--- src/rtl/thiele_coproc_arbiter.sv ---
// thiele_coproc_arbiter
//   Shares one coprocessor service port between a logic requester and a python
//   requester. Round-robin on ties, one transaction in flight at a time, and a
//   running mu cost charged per completed transaction.
//
// Parameters
//   TIMEOUT_CYCLES  max cycles in WAIT without svc_ack before abort (2..65535)
//   MU_COST_LOGIC   mu charged per completed logic transaction
//   MU_COST_PY      mu charged per completed python transaction
//
// Ports
//   clk, rst_n                   clock, synchronous active-low reset
//   logic_req/logic_addr         logic requester (held until logic_ack)
//   py_req/py_code_addr          python requester (held until py_ack)
//   logic_ack/logic_data         one-cycle completion pulse + held response
//   py_ack/py_result             one-cycle completion pulse + held response
//   svc_req/svc_kind/svc_addr    coprocessor request (kind 0=logic, 1=python)
//   svc_ack/svc_data             coprocessor completion + data
//   mu_accum                     accumulated mu cost (wraps mod 2^32)
//   err_timeout/timeout_count    sticky abort flag and saturating abort count
//
// Build option
//   THIELE_COPROC_TIMEOUT_EN     enables the WAIT timeout; otherwise WAIT waits
//                                forever and err_timeout/timeout_count read 0.

module thiele_coproc_arbiter #(
    parameter int unsigned TIMEOUT_CYCLES = 64,
    parameter int unsigned MU_COST_LOGIC  = 1,
    parameter int unsigned MU_COST_PY     = 4
) (
    input  logic        clk,
    input  logic        rst_n,
    input  logic        logic_req,
    input  logic [31:0] logic_addr,
    input  logic        py_req,
    input  logic [31:0] py_code_addr,
    output logic        logic_ack,
    output logic [31:0] logic_data,
    output logic        py_ack,
    output logic [31:0] py_result,
    output logic        svc_req,
    output logic        svc_kind,
    output logic [31:0] svc_addr,
    input  logic        svc_ack,
    input  logic [31:0] svc_data,
    output logic [31:0] mu_accum,
    output logic        err_timeout,
    output logic [15:0] timeout_count
);

    // Elaboration-time range check on the timeout length.
    if (TIMEOUT_CYCLES < 2 || TIMEOUT_CYCLES > 65535) begin : g_bad_timeout
        $error("TIMEOUT_CYCLES out of range 2..65535");
    end

    typedef enum logic [1:0] {
        ST_IDLE,
        ST_WAIT,
        ST_RESP,
        ST_DRAIN
    } state_t;

    state_t state;
    logic   rr_ptr;      // 1: python has priority on the next tie
    logic   abandon;     // winner let go of its request while in WAIT

`ifdef THIELE_COPROC_TIMEOUT_EN
    localparam int unsigned     CNT_W        = 16;
    localparam logic [CNT_W-1:0] TIMEOUT_LAST = CNT_W'(TIMEOUT_CYCLES - 1);
    localparam logic [31:0]      TIMEOUT_DATA = 32'hDEAD0001;

    logic [CNT_W-1:0] wait_cnt;
    logic             err_r;
    logic [CNT_W-1:0] to_cnt_r;

    assign err_timeout   = err_r;
    assign timeout_count = to_cnt_r;
`else
    assign err_timeout   = 1'b0;
    assign timeout_count = 16'h0000;
`endif

    logic winner_req_c;
    logic grant_py_c;

    // Request line of whoever currently owns the service port.
    assign winner_req_c = svc_kind ? py_req : logic_req;
    // Python wins when it is the only requester, or on a tie when it holds priority.
    assign grant_py_c   = py_req & (~logic_req | rr_ptr);

    // Arbitration FSM with registered outputs.
    always_ff @(posedge clk) begin
        if (!rst_n) begin
            state      <= ST_IDLE;
            svc_req    <= 1'b0;
            svc_kind   <= 1'b0;
            svc_addr   <= '0;
            logic_ack  <= 1'b0;
            py_ack     <= 1'b0;
            logic_data <= '0;
            py_result  <= '0;
            mu_accum   <= '0;
            rr_ptr     <= 1'b0;
            abandon    <= 1'b0;
`ifdef THIELE_COPROC_TIMEOUT_EN
            wait_cnt   <= '0;
            err_r      <= 1'b0;
            to_cnt_r   <= '0;
`endif
        end else begin
            logic_ack <= 1'b0;
            py_ack    <= 1'b0;

            unique case (state)
                ST_IDLE: begin
                    if (logic_req || py_req) begin
                        state    <= ST_WAIT;
                        svc_req  <= 1'b1;
                        svc_kind <= grant_py_c;
                        svc_addr <= grant_py_c ? py_code_addr : logic_addr;
                        rr_ptr   <= ~grant_py_c;
                        abandon  <= 1'b0;
`ifdef THIELE_COPROC_TIMEOUT_EN
                        wait_cnt <= '0;
`endif
                    end
                end

                ST_WAIT: begin
                    if (!winner_req_c) begin
                        abandon <= 1'b1;
                    end
                    if (svc_ack) begin
                        svc_req <= 1'b0;
                        // An abandoned transaction still finishes downstream but is not reported.
                        if (abandon || !winner_req_c) begin
                            state <= ST_IDLE;
                        end else begin
                            state <= ST_RESP;
                            if (svc_kind) begin
                                py_ack    <= 1'b1;
                                py_result <= svc_data;
                                mu_accum  <= mu_accum + 32'(MU_COST_PY);
                            end else begin
                                logic_ack  <= 1'b1;
                                logic_data <= svc_data;
                                mu_accum   <= mu_accum + 32'(MU_COST_LOGIC);
                            end
                        end
                    end
`ifdef THIELE_COPROC_TIMEOUT_EN
                    else if (wait_cnt == TIMEOUT_LAST) begin
                        // Abort: answer with the error word, no mu charged.
                        svc_req <= 1'b0;
                        err_r   <= 1'b1;
                        if (to_cnt_r != '1) begin
                            to_cnt_r <= to_cnt_r + CNT_W'(1);
                        end
                        if (abandon || !winner_req_c) begin
                            state <= ST_IDLE;
                        end else begin
                            state <= ST_RESP;
                            if (svc_kind) begin
                                py_ack    <= 1'b1;
                                py_result <= TIMEOUT_DATA;
                            end else begin
                                logic_ack  <= 1'b1;
                                logic_data <= TIMEOUT_DATA;
                            end
                        end
                    end else begin
                        wait_cnt <= wait_cnt + CNT_W'(1);
                    end
`endif
                end

                ST_RESP: begin
                    state <= ST_DRAIN;
                end

                ST_DRAIN: begin
                    // Wait for the winner to release so its held request is not re-granted.
                    if (!winner_req_c) begin
                        state <= ST_IDLE;
                    end
                end

                default: begin
                    state <= ST_IDLE;
                end
            endcase
        end
    end

endmodule

--- config.mk ---
export PLATFORM = sky130hd
export DESIGN_NAME = thiele_coproc_arbiter
export DESIGN_NICKNAME = d
export VERILOG_FILES = /design/src/rtl/thiele_coproc_arbiter.sv
export SDC_FILE = /design/constraint.sdc
export NUM_CORES = 1
export LEC_CHECK = 0
export BUFFER_PORTS_ARGS = -buffer_cell sky130_fd_sc_hd__buf_2
export CAP_MARGIN = 20
export CORE_UTILIZATION = 47
export DETAILED_ROUTE_END_ITERATION = 12
export GPL_TIMING_DRIVEN = 0
export PLACE_DENSITY = 0.8
export SLEW_MARGIN = 20
export SYNTH_ARGS = -nofsm -noshare
export SYNTH_HDL_FRONTEND = slang
export SYNTH_SLANG_ARGS = --single-unit
--- constraint.sdc ---
create_clock -name clk -period 2.45 [get_ports clk]
set_input_delay 0.3675 -clock clk [delete_from_list [all_inputs] [get_ports clk]]
set_output_delay 0.3675 -clock clk [all_outputs]
set_load 0.05 [all_outputs]
==> results.json <==
{
  "result_of_the_run": "finished clean",
  "critPathCaptureType": "flop",
  "path_buf_inv": 3,
  "peakVddDrop_uv": 501,
  "y_dimension_of_the_die_um": 111,
  "io-pin-count": 250,
  "report.power.total_uw": 5920,
  "placement.setup.worst_slack_ns": 0.188,
  "crit_path_max_incr_delay_ns": 0.76,
  "area.growth.synth_to_final_pct": 36.9,
  "report.final.setup_viol": 0,
  "route.detailed.drc": 0,
  "worst_slew_pin_slew_ns": 0.881,
  "ys_ff_latch": 136,
  "cts_repair_resize_count": 0,
  "row_count": 39,
  "crit_path_frequent_cell": "sky130_fd_sc_hd__clkbuf_1",
  "crit_start": "svc_kind",
  "worst_path_dominant_cell_family": "simple AND/OR/NAND/NOR gates",
  "grt_pass1_vias": 5345,
  "postRouteWirelength_mm": 15.9,
  "cp_cell_sequence": "buf_2 -> clkbuf_1 -> nor3_1 -> clkbuf_1 -> nand2_1 -> a21oi_1",
  "ys_warn_count": 0,
  "setup.worst_path.class": "reg -> reg",
  "route.vias.total": 5733,
  "drive_above_1_share_pct": 30.9,
  "most-common-layout-cells": "sky130_fd_sc_hd__buf_2 (234), sky130_fd_sc_hd__nand2_1 (154), sky130_fd_sc_hd__dfxtp_1 (136)",
  "detailedRoute.firstPassIterationCount": 8,
  "clock_path_buffers": 2,
  "timing.hold.worst.start": "logic_addr[20]",
  "insertedDiodeCount": 0,
  "route.antenna.remaining_nets": 0,
  "synth_adder_area_share_pct": 0.678,
  "portBuffers": 231,
  "synth_simple_gate_area_share_pct": 22.8,
  "clk_root_buffer_cell": "sky130_fd_sc_hd__clkbuf_16",
  "cts.sinks": 136,
  "globalplace.congestion": 0.813,
  "post_synth_instance_area_um2": 5540,
  "gate_count_after_technology_mapping": 661,
  "timing.hold.worst.class": "in -> reg",
  "cp_slowest_cell": "sky130_fd_sc_hd__nor3_1",
  "die_x_um": 111,
  "grt_max_degree": 17,
  "timing.max_cap.violations": 0,
  "fin_crit_sh_pct": 90.7,
  "finalHoldViolCount": 0,
  "synth_area_per_cell_um2": 8.37,
  "crit_fanout": 10,
  "timing.final.ws_setup_ns": 0.229,
  "grt_usage_pct": 26.2,
  "cts_tree": "done",
  "ys_dominant_reg_cell": "sky130_fd_sc_hd__dfxtp_1",
  "complex_gate_fraction_of_the_synthesized_area_pct": 17.9,
  "final.min_clock_period_ns": 2.22,
  "die_area_um2": 12200,
  "drt-wirelength-per-cell_um": 14.7,
  "clkTransAtPathRegs_ns": 0.06,
  "slew_headroom_pct": 41.2,
  "globalRouteOverflowTotal": 0,
  "dp_hpwl_mm": 11.9,
  "grt_first_pass_wirelength_mm": 25.8,
  "static_leakage_uw": 0.00334,
  "synth_top_family_by_area": "simple AND/OR/NAND/NOR gates",
  "timing.critical_path.arrival_ns": 2.56,
  "clock_latency_ns": 0.42,
  "first_iter_violations": 475,
  "h-tree-depth": 4,
  "setup_repair_after_global_routing_missed_its_margin": "no",
  "final-max-slew-violation-count": 0,
  "drt-vias-per-instance": 5.29,
  "synth_cell_types": 48,
  "clock_skew_ns": 0.00564,
  "rr_startpoint": "svc_kind",
  "critPathRequiredTime_ns": 2.79,
  "start_util_pct": 48.3,
  "antenna_found_initial": 0,
  "cts.hold.buffers_added": 0,
  "achievable-frequency_ghz": 0.450,
  "postCtsSetupRepairBufs": 0,
  "finalNetCount": 1031,
  "floorplan.core_area_um2": 11500,
  "timing.critical_path.from_type": "flop",
  "synth.mux.area_fraction_pct": 2.22,
  "most_common_library_cell_in_the_layout_ignoring_fill_and_taps": "sky130_fd_sc_hd__buf_2",
  "synth.yosys.seq_area_share_pct": 49.2,
  "xor_xnor_share_of_the_synthesized_area_pct": 0.633,
  "number_of_flops_mapped_to_enable_cells_by_yosys": 0,
  "power_per_cell_area_nw_per_um2": 781,
  "cts_inserted_buffers": 17,
  "synth_async_sr_flop_share_pct": 0
}
[worst register-to-register path: cells and delay by family, from the launching register on]
family                 cells  cell delay, ns
AO/OA/AOI/OAI              1            0.15
buffers and inverters      3            0.81
flip-flops                 1            0.30
AND/OR/NAND/NOR            2            0.88
[state kept, by name, indices dropped and copies added, names as in the netlist, named ones only]
register	cells
logic_data	32
py_ack	1
mu_accum	32
rr_ptr	1
state	1
logic_ack	1
svc_kind	1
svc_addr	32
svc_req	1
py_result	32
abandon	1
[per-stage QoR]
| stage | instances | util [%] | TNS, ns | hold WS [ns] | instance area, um2 |
|---|---|---|---|---|---|
| after floorplan | 677 | - | 0 | 0.481 | 5600 |
| after global placement | 1051 | 60.4 | -3.00 | 0.439 | 6930 |
| after detailed placement | 1051 | 60.5 | 0 | 0.443 | 6940 |
| after CTS | 1083 | 66.1 | 0 | 0.178 | 7580 |
| after global routing | 1083 | 66.1 | 0 | 0.184 | 7580 |
| final | 1083 | 66.1 | 0 | 0.192 | 7580 |
[final timing paths]
check        slack [ns]  cells after the start             end
min reg2reg        0.45                      2  logic_data[14]
min                0.19                      3    svc_addr[20]
max reg2reg        0.23                      6  logic_data[18]
max                0.23                      6  logic_data[18]
[power by group]
group	switching, uW	internal (uW)
Sequential	45.6	2290
Clock	990	1770
Combinational	584	235
[layer usage]
metal	global-route usage (%)	share of wire (%)	wire, um
met1	31.7	43	6810
met2	44.1	48	7710
met3	5.32	5.8	917
met4	13.2	3.2	504
met5	0	0	0
[cell usage after synthesis (2+ instances only)]
cell	instances	share of area, %
sky130_fd_sc_hd__a211o_1	2	0.32
sky130_fd_sc_hd__a21oi_1	86	7.8
sky130_fd_sc_hd__a222oi_1	32	5.8
sky130_fd_sc_hd__and2_1	3	0.34
sky130_fd_sc_hd__and3_1	6	0.68
sky130_fd_sc_hd__and4_1	4	0.63
sky130_fd_sc_hd__buf_1	3	0.20
sky130_fd_sc_hd__buf_2	3	0.27
sky130_fd_sc_hd__buf_4	18	2.4
sky130_fd_sc_hd__clkbuf_1	45	3.1
sky130_fd_sc_hd__dfxtp_1	136	49
sky130_fd_sc_hd__ha_1	3	0.68
sky130_fd_sc_hd__inv_1	5	0.34
sky130_fd_sc_hd__mux2_2	2	0.41
sky130_fd_sc_hd__mux2i_1	10	1.8
sky130_fd_sc_hd__nand2_1	154	10
sky130_fd_sc_hd__nand2b_1	10	1.1
sky130_fd_sc_hd__nand3_1	11	0.99
sky130_fd_sc_hd__nand3b_1	2	0.27
sky130_fd_sc_hd__nand4_1	6	0.68
sky130_fd_sc_hd__nor2_1	46	3.1
sky130_fd_sc_hd__nor3_1	4	0.36
sky130_fd_sc_hd__nor4_1	8	0.90
sky130_fd_sc_hd__o21a_1	3	0.41
sky130_fd_sc_hd__o21ai_0	10	0.90
sky130_fd_sc_hd__o31ai_1	9	1.2
sky130_fd_sc_hd__or3_1	8	0.90
sky130_fd_sc_hd__or4_1	10	1.4
sky130_fd_sc_hd__xnor2_1	3	0.47
[area by class of cell]
class,count,area (um2)
Fill cell,1021,3890
Sequential cell,136,2720
Multi-Input combinational cell,465,2510
Timing Repair Buffer,231,1160
Clock buffer,19,453
Buffer,70,342
Clock inverter,13,189
Tap cell,143,179
Inverter,6,22.5
[cells by family after synthesis]
family,Yosys count
buf+inv,76
fa+ha+maj,3
other cells,1
xor+xnor,4
compound gates,152
simple gates,277
flops,136
mux,12
(Power assumes the default switching activity.)
